--- src/rtl/mips_pkg.sv ---
// Shared MIPS definitions: instruction word type, loader FSM states and the
// big-endian byte insert helper used by the boot loader.
package mips_pkg;

  localparam int BYTES_PER_WORD = 4;

  // Instruction word, shared with the core's fetch path.
  typedef logic [31:0] word_t;

  // Boot loader FSM states. CHECK is only reachable in checksum builds.
  typedef enum logic [2:0] {
    LD_IDLE  = 3'd0,
    LD_RECV  = 3'd1,
    LD_WRITE = 3'd2,
    LD_CHECK = 3'd3,
    LD_DONE  = 3'd4
  } loader_state_e;

  // Place byte number idx of a word big-endian: byte 0 is the MSB.
  function automatic word_t insert_byte(input word_t w, input logic [1:0] idx,
                                        input logic [7:0] b);
    word_t r;
    r = w;
    r[(BYTES_PER_WORD - 1 - int'(idx)) * 8 +: 8] = b;
    return r;
  endfunction

endpackage

--- src/rtl/imem_loader_if.sv ---
// Byte-stream handshake and instruction-memory write port of the boot loader.
// master: byte source / memory side. slave: the loader itself.
interface imem_loader_if
  import mips_pkg::*;
#(
  parameter int ADDR_W = 8
) ();

  logic              byte_valid;
  logic [7:0]        byte_data;
  logic              byte_ready;
  logic              imem_we;
  logic [ADDR_W-1:0] imem_addr;
  word_t             imem_wdata;

  modport master (
    output byte_valid, byte_data,
    input  byte_ready, imem_we, imem_addr, imem_wdata
  );

  modport slave (
    input  byte_valid, byte_data,
    output byte_ready, imem_we, imem_addr, imem_wdata
  );

endinterface

--- src/rtl/imem_word_packer.sv ---
// Collects four stream bytes into one big-endian instruction word.
// word_next is the register contents with the current byte inserted;
// word_full flags the accept that completes a word.
module imem_word_packer
  import mips_pkg::*;
(
  input  logic       clk,
  input  logic       rst,
  input  logic       clear,
  input  logic       byte_en,
  input  logic [7:0] byte_in,
  output word_t      word_next,
  output logic       word_full
);

  logic [1:0] byte_idx;
  word_t      word_q;

  assign word_next = insert_byte(word_q, byte_idx, byte_in);
  assign word_full = byte_en && (byte_idx == 2'(BYTES_PER_WORD - 1));

  // Byte index and partial word; index wraps to 0 after the fourth byte.
  always_ff @(posedge clk) begin
    // NOTE: non-blocking (<=) so every register samples pre-edge values; blocking here would create order-dependent races.
    if (rst || clear) begin
      byte_idx <= '0;
      word_q   <= '0;
    end else if (byte_en) begin
      byte_idx <= byte_idx + 2'd1;
      word_q   <= word_next;
    end
  end

endmodule

--- src/rtl/imem_loader.sv ---
// Boot-time program loader: streams bytes into instruction memory as
// big-endian words and holds the core in reset until the load completes.
// Optional feature macro: IMEM_LOADER_CHECKSUM_EN adds an XOR trailer byte
// checked in the CHECK state; a mismatch raises error and returns to IDLE.
module imem_loader
  import mips_pkg::*;
#(
  parameter int ADDR_W = 8
) (
  input  logic          clk,
  input  logic          rst,
  input  logic          start,
  input  logic [ADDR_W:0] num_words,
  imem_loader_if.slave  bus,
  output logic          core_rst,
  output logic          busy,
  output logic          done,
  output logic          error
);

  localparam logic [ADDR_W:0] MAX_WORDS = {1'b1, {ADDR_W{1'b0}}};
  localparam logic [ADDR_W:0] ONE       = {{ADDR_W{1'b0}}, 1'b1};

`ifdef IMEM_LOADER_CHECKSUM_EN
  localparam loader_state_e END_STATE = LD_CHECK;
`else
  localparam loader_state_e END_STATE = LD_DONE;
`endif

  loader_state_e     state_q, state_d;
  logic [ADDR_W:0]   word_cnt_q;
  logic [ADDR_W:0]   num_words_q;
  logic [ADDR_W:0]   num_words_clamped;
  logic [ADDR_W:0]   cnt_inc;
  logic [ADDR_W-1:0] addr_q;
  word_t             wdata_q;
  word_t             word_next;
  logic              word_full;
  logic              start_ok;
  logic              byte_fire;
  logic              payload_fire;
  logic              last_word;

  assign num_words_clamped = (num_words > MAX_WORDS) ? MAX_WORDS : num_words;
  assign start_ok     = start && ((state_q == LD_IDLE) || (state_q == LD_DONE));
  assign byte_fire    = bus.byte_valid && bus.byte_ready;
  assign payload_fire = byte_fire && (state_q == LD_RECV);
  assign cnt_inc      = word_cnt_q + ONE;
  assign last_word    = (cnt_inc == num_words_q);

  imem_word_packer u_packer (
    .clk       (clk),
    .rst       (rst),
    .clear     (start_ok),
    .byte_en   (payload_fire),
    .byte_in   (bus.byte_data),
    .word_next (word_next),
    .word_full (word_full)
  );

`ifdef IMEM_LOADER_CHECKSUM_EN
  logic [7:0] xor_q;
  logic       error_q;
  logic       trailer_ok;

  assign trailer_ok = (bus.byte_data == xor_q);

  // Running XOR of payload bytes and sticky checksum error flag.
  always_ff @(posedge clk) begin
    if (rst) begin
      xor_q   <= '0;
      error_q <= 1'b0;
    end else if (start_ok) begin
      xor_q   <= '0;
      error_q <= 1'b0;
    end else begin
      if (payload_fire) xor_q <= xor_q ^ bus.byte_data;
      if (byte_fire && (state_q == LD_CHECK) && !trailer_ok) error_q <= 1'b1;
    end
  end

  assign error = error_q;
`else
  assign error = 1'b0;
`endif

  // Next-state logic for the load session.
  always_comb begin
    // NOTE: default assignment first so every path drives state_d and no latch is inferred.
    state_d = state_q;
    case (state_q)
      LD_IDLE, LD_DONE: begin
        if (start) state_d = (num_words_clamped == '0) ? END_STATE : LD_RECV;
      end
      LD_RECV: begin
        if (word_full) state_d = LD_WRITE;
      end
      LD_WRITE: begin
        state_d = last_word ? END_STATE : LD_RECV;
      end
`ifdef IMEM_LOADER_CHECKSUM_EN
      LD_CHECK: begin
        if (byte_fire) state_d = trailer_ok ? LD_DONE : LD_IDLE;
      end
`endif
      default: state_d = LD_IDLE;
    endcase
  end

  // State, word counter, latched length and held write address/data.
  always_ff @(posedge clk) begin
    if (rst) begin
      state_q     <= LD_IDLE;
      word_cnt_q  <= '0;
      num_words_q <= '0;
      addr_q      <= '0;
      wdata_q     <= '0;
    end else begin
      state_q <= state_d;
      if (start_ok) begin
        word_cnt_q  <= '0;
        num_words_q <= num_words_clamped;
      end else if (state_q == LD_WRITE) begin
        word_cnt_q <= cnt_inc;
      end
      // Captured when the word completes so the values are stable during WRITE and held afterwards.
      if (word_full) begin
        addr_q  <= word_cnt_q[ADDR_W-1:0];
        wdata_q <= word_next;
      end
    end
  end

`ifdef IMEM_LOADER_CHECKSUM_EN
  assign bus.byte_ready = (state_q == LD_RECV) || (state_q == LD_CHECK);
`else
  assign bus.byte_ready = (state_q == LD_RECV);
`endif
  assign bus.imem_we    = (state_q == LD_WRITE);
  assign bus.imem_addr  = addr_q;
  assign bus.imem_wdata = wdata_q;
  assign core_rst       = (state_q != LD_DONE);
  assign busy           = (state_q == LD_RECV) || (state_q == LD_WRITE) ||
                          (state_q == LD_CHECK);
  assign done           = (state_q == LD_DONE);

endmodule

--- src/flat_wrapper.sv ---
// flat-port wrapper written by rule: the top's interface ports become plain ports
module imem_loader_flat import mips_pkg::*;
#(
  parameter int ADDR_W = 8
)
  (clk, rst, start, num_words, core_rst, busy, done, error, bus_byte_valid, bus_byte_data, bus_byte_ready, bus_imem_we, bus_imem_addr, bus_imem_wdata);
  imem_loader_if #(.ADDR_W(ADDR_W)) bus_i ();
  input  logic clk;
  input  logic rst;
  input  logic start;
  input  logic [ADDR_W:0] num_words;
  output logic core_rst;
  output logic busy;
  output logic done;
  output logic error;
  input wire logic [$bits(bus_i.byte_valid)-1:0] bus_byte_valid;
  input wire logic [$bits(bus_i.byte_data)-1:0] bus_byte_data;
  output wire logic [$bits(bus_i.byte_ready)-1:0] bus_byte_ready;
  output wire logic [$bits(bus_i.imem_we)-1:0] bus_imem_we;
  output wire logic [$bits(bus_i.imem_addr)-1:0] bus_imem_addr;
  output wire logic [$bits(bus_i.imem_wdata)-1:0] bus_imem_wdata;
  assign bus_i.byte_valid = bus_byte_valid;
  assign bus_i.byte_data = bus_byte_data;
  assign bus_byte_ready = bus_i.byte_ready;
  assign bus_imem_we = bus_i.imem_we;
  assign bus_imem_addr = bus_i.imem_addr;
  assign bus_imem_wdata = bus_i.imem_wdata;
  imem_loader #(.ADDR_W(ADDR_W)) u_core (.clk(clk), .rst(rst), .start(start), .num_words(num_words), .bus(bus_i), .core_rst(core_rst), .busy(busy), .done(done), .error(error));
endmodule
--- config.mk ---
export PLATFORM = sky130hd
export DESIGN_NAME = imem_loader_flat
export DESIGN_NICKNAME = d
export VERILOG_FILES = /design/src/rtl/mips_pkg.sv /design/src/rtl/imem_loader_if.sv /design/src/rtl/imem_word_packer.sv /design/src/rtl/imem_loader.sv /design/src/flat_wrapper.sv
export SDC_FILE = /design/constraint.sdc
export NUM_CORES = 1
export LEC_CHECK = 0
export BUFFER_PORTS_ARGS = -buffer_cell sky130_fd_sc_hd__buf_4
export CELL_PAD_IN_SITES_DETAIL_PLACEMENT = 1
export CELL_PAD_IN_SITES_GLOBAL_PLACEMENT = 2
export CORE_MARGIN = 4
export CORE_UTILIZATION = 35
export DETAILED_ROUTE_END_ITERATION = 7
export GPL_ROUTABILITY_DRIVEN = 0
export PLACE_DENSITY_LB_ADDON = 0.15
export SLEW_MARGIN = 20
export SYNTH_ARGS = -nofsm -noshare
export SYNTH_HDL_FRONTEND = slang
export SYNTH_HIERARCHICAL = 1
export SYNTH_SLANG_ARGS = --single-unit
--- constraint.sdc ---
create_clock -name clk -period 2.8 [get_ports clk]
set_input_delay 0.42 -clock clk [delete_from_list [all_inputs] [get_ports clk]]
set_output_delay 0.42 -clock clk [all_outputs]
set_load 0.005 [all_outputs]
==> results of run 1 <==
## per-stage QoR
stage               cell area, um2  worst slack [ns]  utilization (%)  cells  hold slack, ns
floorplan                     4289            0.8433                -    455          0.4322
global placement              4780            0.4288            39.79    634          0.4414
detailed placement            4780            0.3721            39.79    634          0.4519
CTS                           5104            0.3269            42.49    650          0.2855
global route                  5104            0.1356            42.49    650          0.2823
finish                        5104            0.3608            42.49    650          0.2974
## cells in the mapped netlist, types with 3 or more instances
library cell  count
xnor2_1           9
nand4_1          10
a22o_1           24
a32o_1            8
a32oi_1          16
and2_1            7
nand2_1          23
a22o_2            8
xor2_1            9
buf_2            14
nor2_1           75
buf_6             5
and3_1            3
mux2i_1          41
o21ai_0          10
inv_1            19
a21oi_1          11
nor3b_1           3
dfxtp_1          95
clkbuf_1         11
buf_4             6
nand3_1          11
ha_1              6
## per-layer routing
metal,global-route usage [%],wire (um)
met1,20.21,5091
met2,29.80,5851
met3,5.455,485
met4,4.417,113
met5,0,0
## logic make-up after synthesis
group                    synth area share [%]
other                                 0.08743
AND/OR/NAND/NOR                         17.42
multiplexers                            9.568
adder cells (fa/ha/maj)                 1.750
flip-flops                              44.34
buffers and inverters                   6.943
XOR/XNOR                                3.676
AO/OA/AOI/OAI                           16.22
## registers in the layout, summed over array words and instances (netlist names)
register,cells
u_core/u_packer/word_q,32
u_core/state_q,3
u_core/num_words_q,9
u_core/word_cnt_q,9
u_core/u_packer/byte_idx,2
u_core/bus.imem_addr,8
u_core/bus.imem_wdata,32
## report_power, final
group / internal (W) / switching (W)
clock: 0.000807 / 0.000523
combinational: 0.0000576 / 0.000104
sequential: 0.00136 / 0.0000101
total: 0.00223 / 0.000637
## final cells by class
type | count | share of cell area, %
multi-input combinational | 302 | 40.94
clock buffer | 11 | 4.756
clock inverter | 5 | 1.594
timing repair buffer | 71 | 10.44
tap | 147 | 3.604
sequential | 95 | 37.26
inverter | 19 | 1.397
## critical path, delay by kind of cell (launching register included)
family          cells  cell delay (ns)
simple gates        3             0.99
buf+inv             1             0.13
flops               1             0.58
fa+ha+maj           1             0.40
compound gates      1             0.20
mux                 1             0.07
## cells in the final DEF (no fill, tap or decap), types with 7 or more instances in the layout
master	instances
nor2_1	75
a22o_1	24
inv_1	18
buf_4	71
a22o_2	8
and2_1	7
nand3_1	11
nand4_1	10
dfxtp_1	95
clkbuf_16	9
a21oi_1	11
mux2i_1	41
xor2_1	9
xnor2_1	9
nand2_1	23
o21ai_0	10
a32o_1	8
a32oi_1	16
## worst max path at each step
stage	start	end	slack, ns	depth (start not counted)
2_1_floorplan	u_core/u_packer/byte_idx[0]	u_core/bus.imem_wdata[24]	0.84	9
3_5_place_dp	u_core/u_packer/byte_idx[0]	u_core/bus.imem_wdata[25]	0.37	7
3_3_place_gp	u_core/u_packer/byte_idx[0]	u_core/bus.imem_wdata[25]	0.43	7
6_report	u_core/u_packer/byte_idx[0]	u_core/bus.imem_wdata[27]	0.36	7
5_1_grt	u_core/u_packer/byte_idx[0]	u_core/bus.imem_wdata[29]	0.14	7
4_1_cts	u_core/u_packer/byte_idx[0]	u_core/bus.imem_wdata[27]	0.33	7
==> impl_metrics.json, run 1 <==
{
  "outcome": "finished clean",
  "worst_slew_pin_slew_ns": 0.6467,
  "cts_setup_buffers": 0,
  "slowest_delay_ns": 0.58,
  "crit_type": "reg2reg",
  "critPathSlowestCell": "dfxtp_1",
  "numPortBuffers": 65,
  "finalSetupViolations": 0,
  "p_per_area_nw_per_um2": 560.9,
  "period_needed_ns": 2.439,
  "slew_headroom_pct": 56.88,
  "clk_latency_ns": 0.35,
  "yosysUniqueCellTypes": 49,
  "grt_pass1_wl_um": 19260,
  "min_to": "u_core/num_words_q[4]",
  "ctsHoldBuffers": 0,
  "rr_worst_depth": 7,
  "cts_buffer_depth": 2,
  "synth_ff_type": "dfxtp_1",
  "slew_violations": 0,
  "p_leak_nw": 1.960,
  "vias": 3465,
  "grt.overflow.total": 0,
  "cts.sinks": 95,
  "post-dp-hpwl_um": 7948,
  "pin_count": 67,
  "r2r_start": "u_core/u_packer/byte_idx[0]",
  "hold_path_depth": 2,
  "ir_drop_mv": 0.3987,
  "fin_crit_sh_pct": 87.11,
  "first_global_vias": 3646,
  "numCtsBuffers": 9,
  "drtIter0Drc": 167,
  "die_y_um": 118.7,
  "min_from": "num_words[4]",
  "fmax_mhz": 410.0,
  "synth_top_area_share_pct": 44.34,
  "multi_input_area_um2": 2090,
  "start_kind": "flop",
  "cts_tree": "built",
  "crit_required_ns": 3.09,
  "synth_top_area_cell": "dfxtp_1",
  "critical_path_peak_fanout": 9,
  "area_growth_pct": 18.99,
  "synthArstFlopShare_pct": 0,
  "grt_max_degree": 48,
  "wl_um": 11540,
  "synth_warnings": 6,
  "maxCapViolations": 0,
  "cts.htree.levels": 3,
  "row_count": 40,
  "finalPower_w": 0.002863,
  "die_width_um": 118.7,
  "synth_area_leaders": "dfxtp_1 44%, mux2i_1 9.6%, nor2_1 6.6%, a22o_1 4.9%, a32oi_1 3.3%",
  "drive_gt1_share_pct": 20.48,
  "hp-class": "in2reg",
  "antenna_found_initial": 0,
  "hold_violations": 0,
  "synth-seq-area-share_pct": 44.34,
  "cts_resized": 0,
  "syn_nets": 482,
  "syn_area_um2": 4289,
  "synth-edff-count": 0,
  "detail_route.wl_per_cell_um": 17.76,
  "fin_nets": 525,
  "clk_pin_slew_ns": 0.06,
  "initial_core_util_pct": 35.71,
  "fillCellCount": 1347,
  "ant_nets": 0,
  "cts-root-buf": "clkbuf_16",
  "die-area_um2": 14090,
  "crit_chain": "inv_1, ha_1, nor4_4, and2_1, a22o_1, mux2i_1, nor2_1",
  "grtUsageTotal_pct": 17.07,
  "synth-seq-cells": 95,
  "cp.arrival_ns": 2.72,
  "syn_avg_cell_area_um2": 9.427,
  "setup_tns_ns": 0,
  "drtPass1Iterations": 4,
  "core-area_um2": 12010,
  "num_antenna_cells": 0,
  "ff2ff_setup_slack_ns": 0.36,
  "skew_ns": 0.005007,
  "regArea_um2": 1902,
  "rsz0062_at_grt": "no",
  "r2r-end": "u_core/bus.imem_wdata[27]",
  "synth_cells": 455,
  "critPathCaptureType": "flop",
  "viasPerCell": 5.331,
  "drc": 0
}
(Power assumes the default switching activity.)
==> inputs of run 2 (changes only) <==
--- a/config.mk
+++ b/config.mk
@@ -9,7 +9,7 @@
 export CELL_PAD_IN_SITES_DETAIL_PLACEMENT = 1
 export CELL_PAD_IN_SITES_GLOBAL_PLACEMENT = 2
 export CORE_MARGIN = 4
-export CORE_UTILIZATION = 35
+export CORE_UTILIZATION = 38
 export DETAILED_ROUTE_END_ITERATION = 7
 export GPL_ROUTABILITY_DRIVEN = 0
 export PLACE_DENSITY_LB_ADDON = 0.15
==> constraint.sdc (replaced) <==
create_clock -name clk -period 3.07 [get_ports clk]
set_input_delay 0.4605 -clock clk [delete_from_list [all_inputs] [get_ports clk]]
set_output_delay 0.4605 -clock clk [all_outputs]
set_load 0.005 [all_outputs]
==> run 2 against run 1 <==
Total power is 9.5% lower; final area is 0.42% lower; setup slack better by 0.28 ns; clock power is 11% lower; sequential power is 9% lower.
==> impl_metrics.json, run 2 (synthesis results as in run 1) <==
{
  "outcome": "finished clean",
  "critPathCaptureType": "flop",
  "cp.arrival_ns": 2.71,
  "antenna_found_initial": 0,
  "final_cell_mix": "95 x dfxtp_1, 75 x nor2_1, 68 x buf_4",
  "row_count": 38,
  "slew_headroom_pct": 55.65,
  "drtIter0Drc": 211,
  "hold_path_depth": 2,
  "viasPerCell": 5.375,
  "skew_ns": 0.004724,
  "cts_setup_buffers": 0,
  "cts.sinks": 95,
  "design_area_um2": 5082,
  "ant_nets": 0,
  "post-dp-hpwl_um": 7973,
  "dpl_cell_area_um2": 4768,
  "clk_latency_ns": 0.35,
  "fillCellCount": 1278,
  "crit_required_ns": 3.35,
  "crit_chain": "inv_1, ha_1, nor4_4, and2_1, a22o_1, mux2i_1, nor2_1",
  "maxCapViolations": 0,
  "cts-root-buf": "clkbuf_16",
  "detail_route.wl_per_cell_um": 18.00,
  "cts_resized": 0,
  "numPortBuffers": 65,
  "clk_pin_slew_ns": 0.06,
  "critPathSlowestCell": "dfxtp_1",
  "grt_max_degree": 48,
  "grtUsageTotal_pct": 18.56,
  "start_kind": "flop",
  "slew_violations": 0,
  "ctsHoldBuffers": 0,
  "regArea_um2": 1902,
  "vias": 3440,
  "cp_top_family": "simple AND/OR/NAND/NOR gates",
  "fmax_mhz": 411.5,
  "fin_crit_sh_pct": 79.16,
  "rr_worst_depth": 7,
  "cp_num_buf_inv": 1,
  "pre_cts_ws_ns": 0.6595,
  "rsz0062_at_grt": "no",
  "num_antenna_cells": 0,
  "utilization_pct": 46.48,
  "period_needed_ns": 2.430,
  "fin_nets": 523,
  "wl_um": 11520,
  "multi_input_area_um2": 2090,
  "first_global_vias": 3619,
  "finalSetupViolations": 0,
  "grt.overflow.total": 0,
  "die_width_um": 114.2,
  "setup_tns_ns": 0,
  "cts_tree": "built",
  "p_leak_nw": 1.945,
  "worst-path-stages": 7,
  "critical_path_peak_fanout": 9,
  "initial_core_util_pct": 39.22,
  "drc": 0,
  "cts_buffer_depth": 2,
  "slowest_delay_ns": 0.58,
  "area_growth_pct": 18.49,
  "ir_drop_mv": 0.4917,
  "die-area_um2": 13050,
  "drtPass1Iterations": 4,
  "drive_gt1_share_pct": 19.80,
  "core-area_um2": 10940,
  "crit_type": "reg2reg",
  "fin_ws_ns": 0.6397,
  "grt_pass1_wl_um": 19050,
  "worst_slew_pin_slew_ns": 0.6653,
  "numCtsBuffers": 9,
  "timing.hold.ws_ns": 0.3387,
  "cts.htree.levels": 3,
  "pin_count": 67,
  "die_y_um": 114.2,
  "hp-class": "in2reg",
  "layout_commonest_cell": "dfxtp_1",
  "p_per_area_nw_per_um2": 509.7,
  "hold_violations": 0
}
[run 2: cell types whose count changed in the layout (fill, tap and decap cells not counted)]
cell | before | now
clkinv_2 | 1 | 0
buf_4 | 71 | 68
buf_12 | 0 | 1
clkbuf_1 | 1 | 2
clkinv_4 | 1 | 0
[run 2: layout make-up]
type                            instances  area share, %
Multi-Input combinational cell        302          41.11
Sequential cell                        95          37.42
Timing Repair Buffer                   69          10.44
Clock buffer                           12          4.850
Tap cell                              140          3.447
Inverter                               19          1.403
Clock inverter                          3          1.329
[run 2: worst paths after layout]
path                                                   from                        end  slack, ns
worst min register to register    u_core/u_packer/word_q[2]  u_core/u_packer/word_q[2]       0.47
worst max register to register  u_core/u_packer/byte_idx[0]  u_core/bus.imem_wdata[27]       0.64
worst max-delay path            u_core/u_packer/byte_idx[0]  u_core/bus.imem_wdata[27]       0.64
worst min-delay path                           num_words[0]      u_core/num_words_q[0]       0.34
[run 2: power breakdown]
part	total [W]	internal [W]	leakage (nW)	switching (W)
clock network	0.00119	0.000732	0.149	0.000461
logic	0.000146	0.0000514	1.03	0.0000948
registers	0.00125	0.00124	0.766	0.00000913
total	0.00259	0.00203	1.95	0.000565
[run 2: worst reg2reg max path, cell delays in order, from the launching register on]
cell     delay, ns
dfxtp_1       0.58
inv_1         0.12
ha_1          0.39
nor4_4        0.52
and2_1        0.36
a22o_1        0.21
mux2i_1       0.08
nor2_1        0.09
[run 2: metrics by stage]
step                      cells  power, W
final                       640  0.002590
after detailed placement    625  0.001425
after global routing        640  0.002697
after floorplan             455  0.001371
after global placement      625  0.001422
after CTS                   640  0.002633
[run 2: metal layers]
layer	up-vias	part of all wire, %	GRT usage, %
li1	1685	-	-
met1	1676	47	23.73
met2	71	47	30.76
met3	8	5.0	5.074
met4	0	0.81	5.226
met5	-	0	0
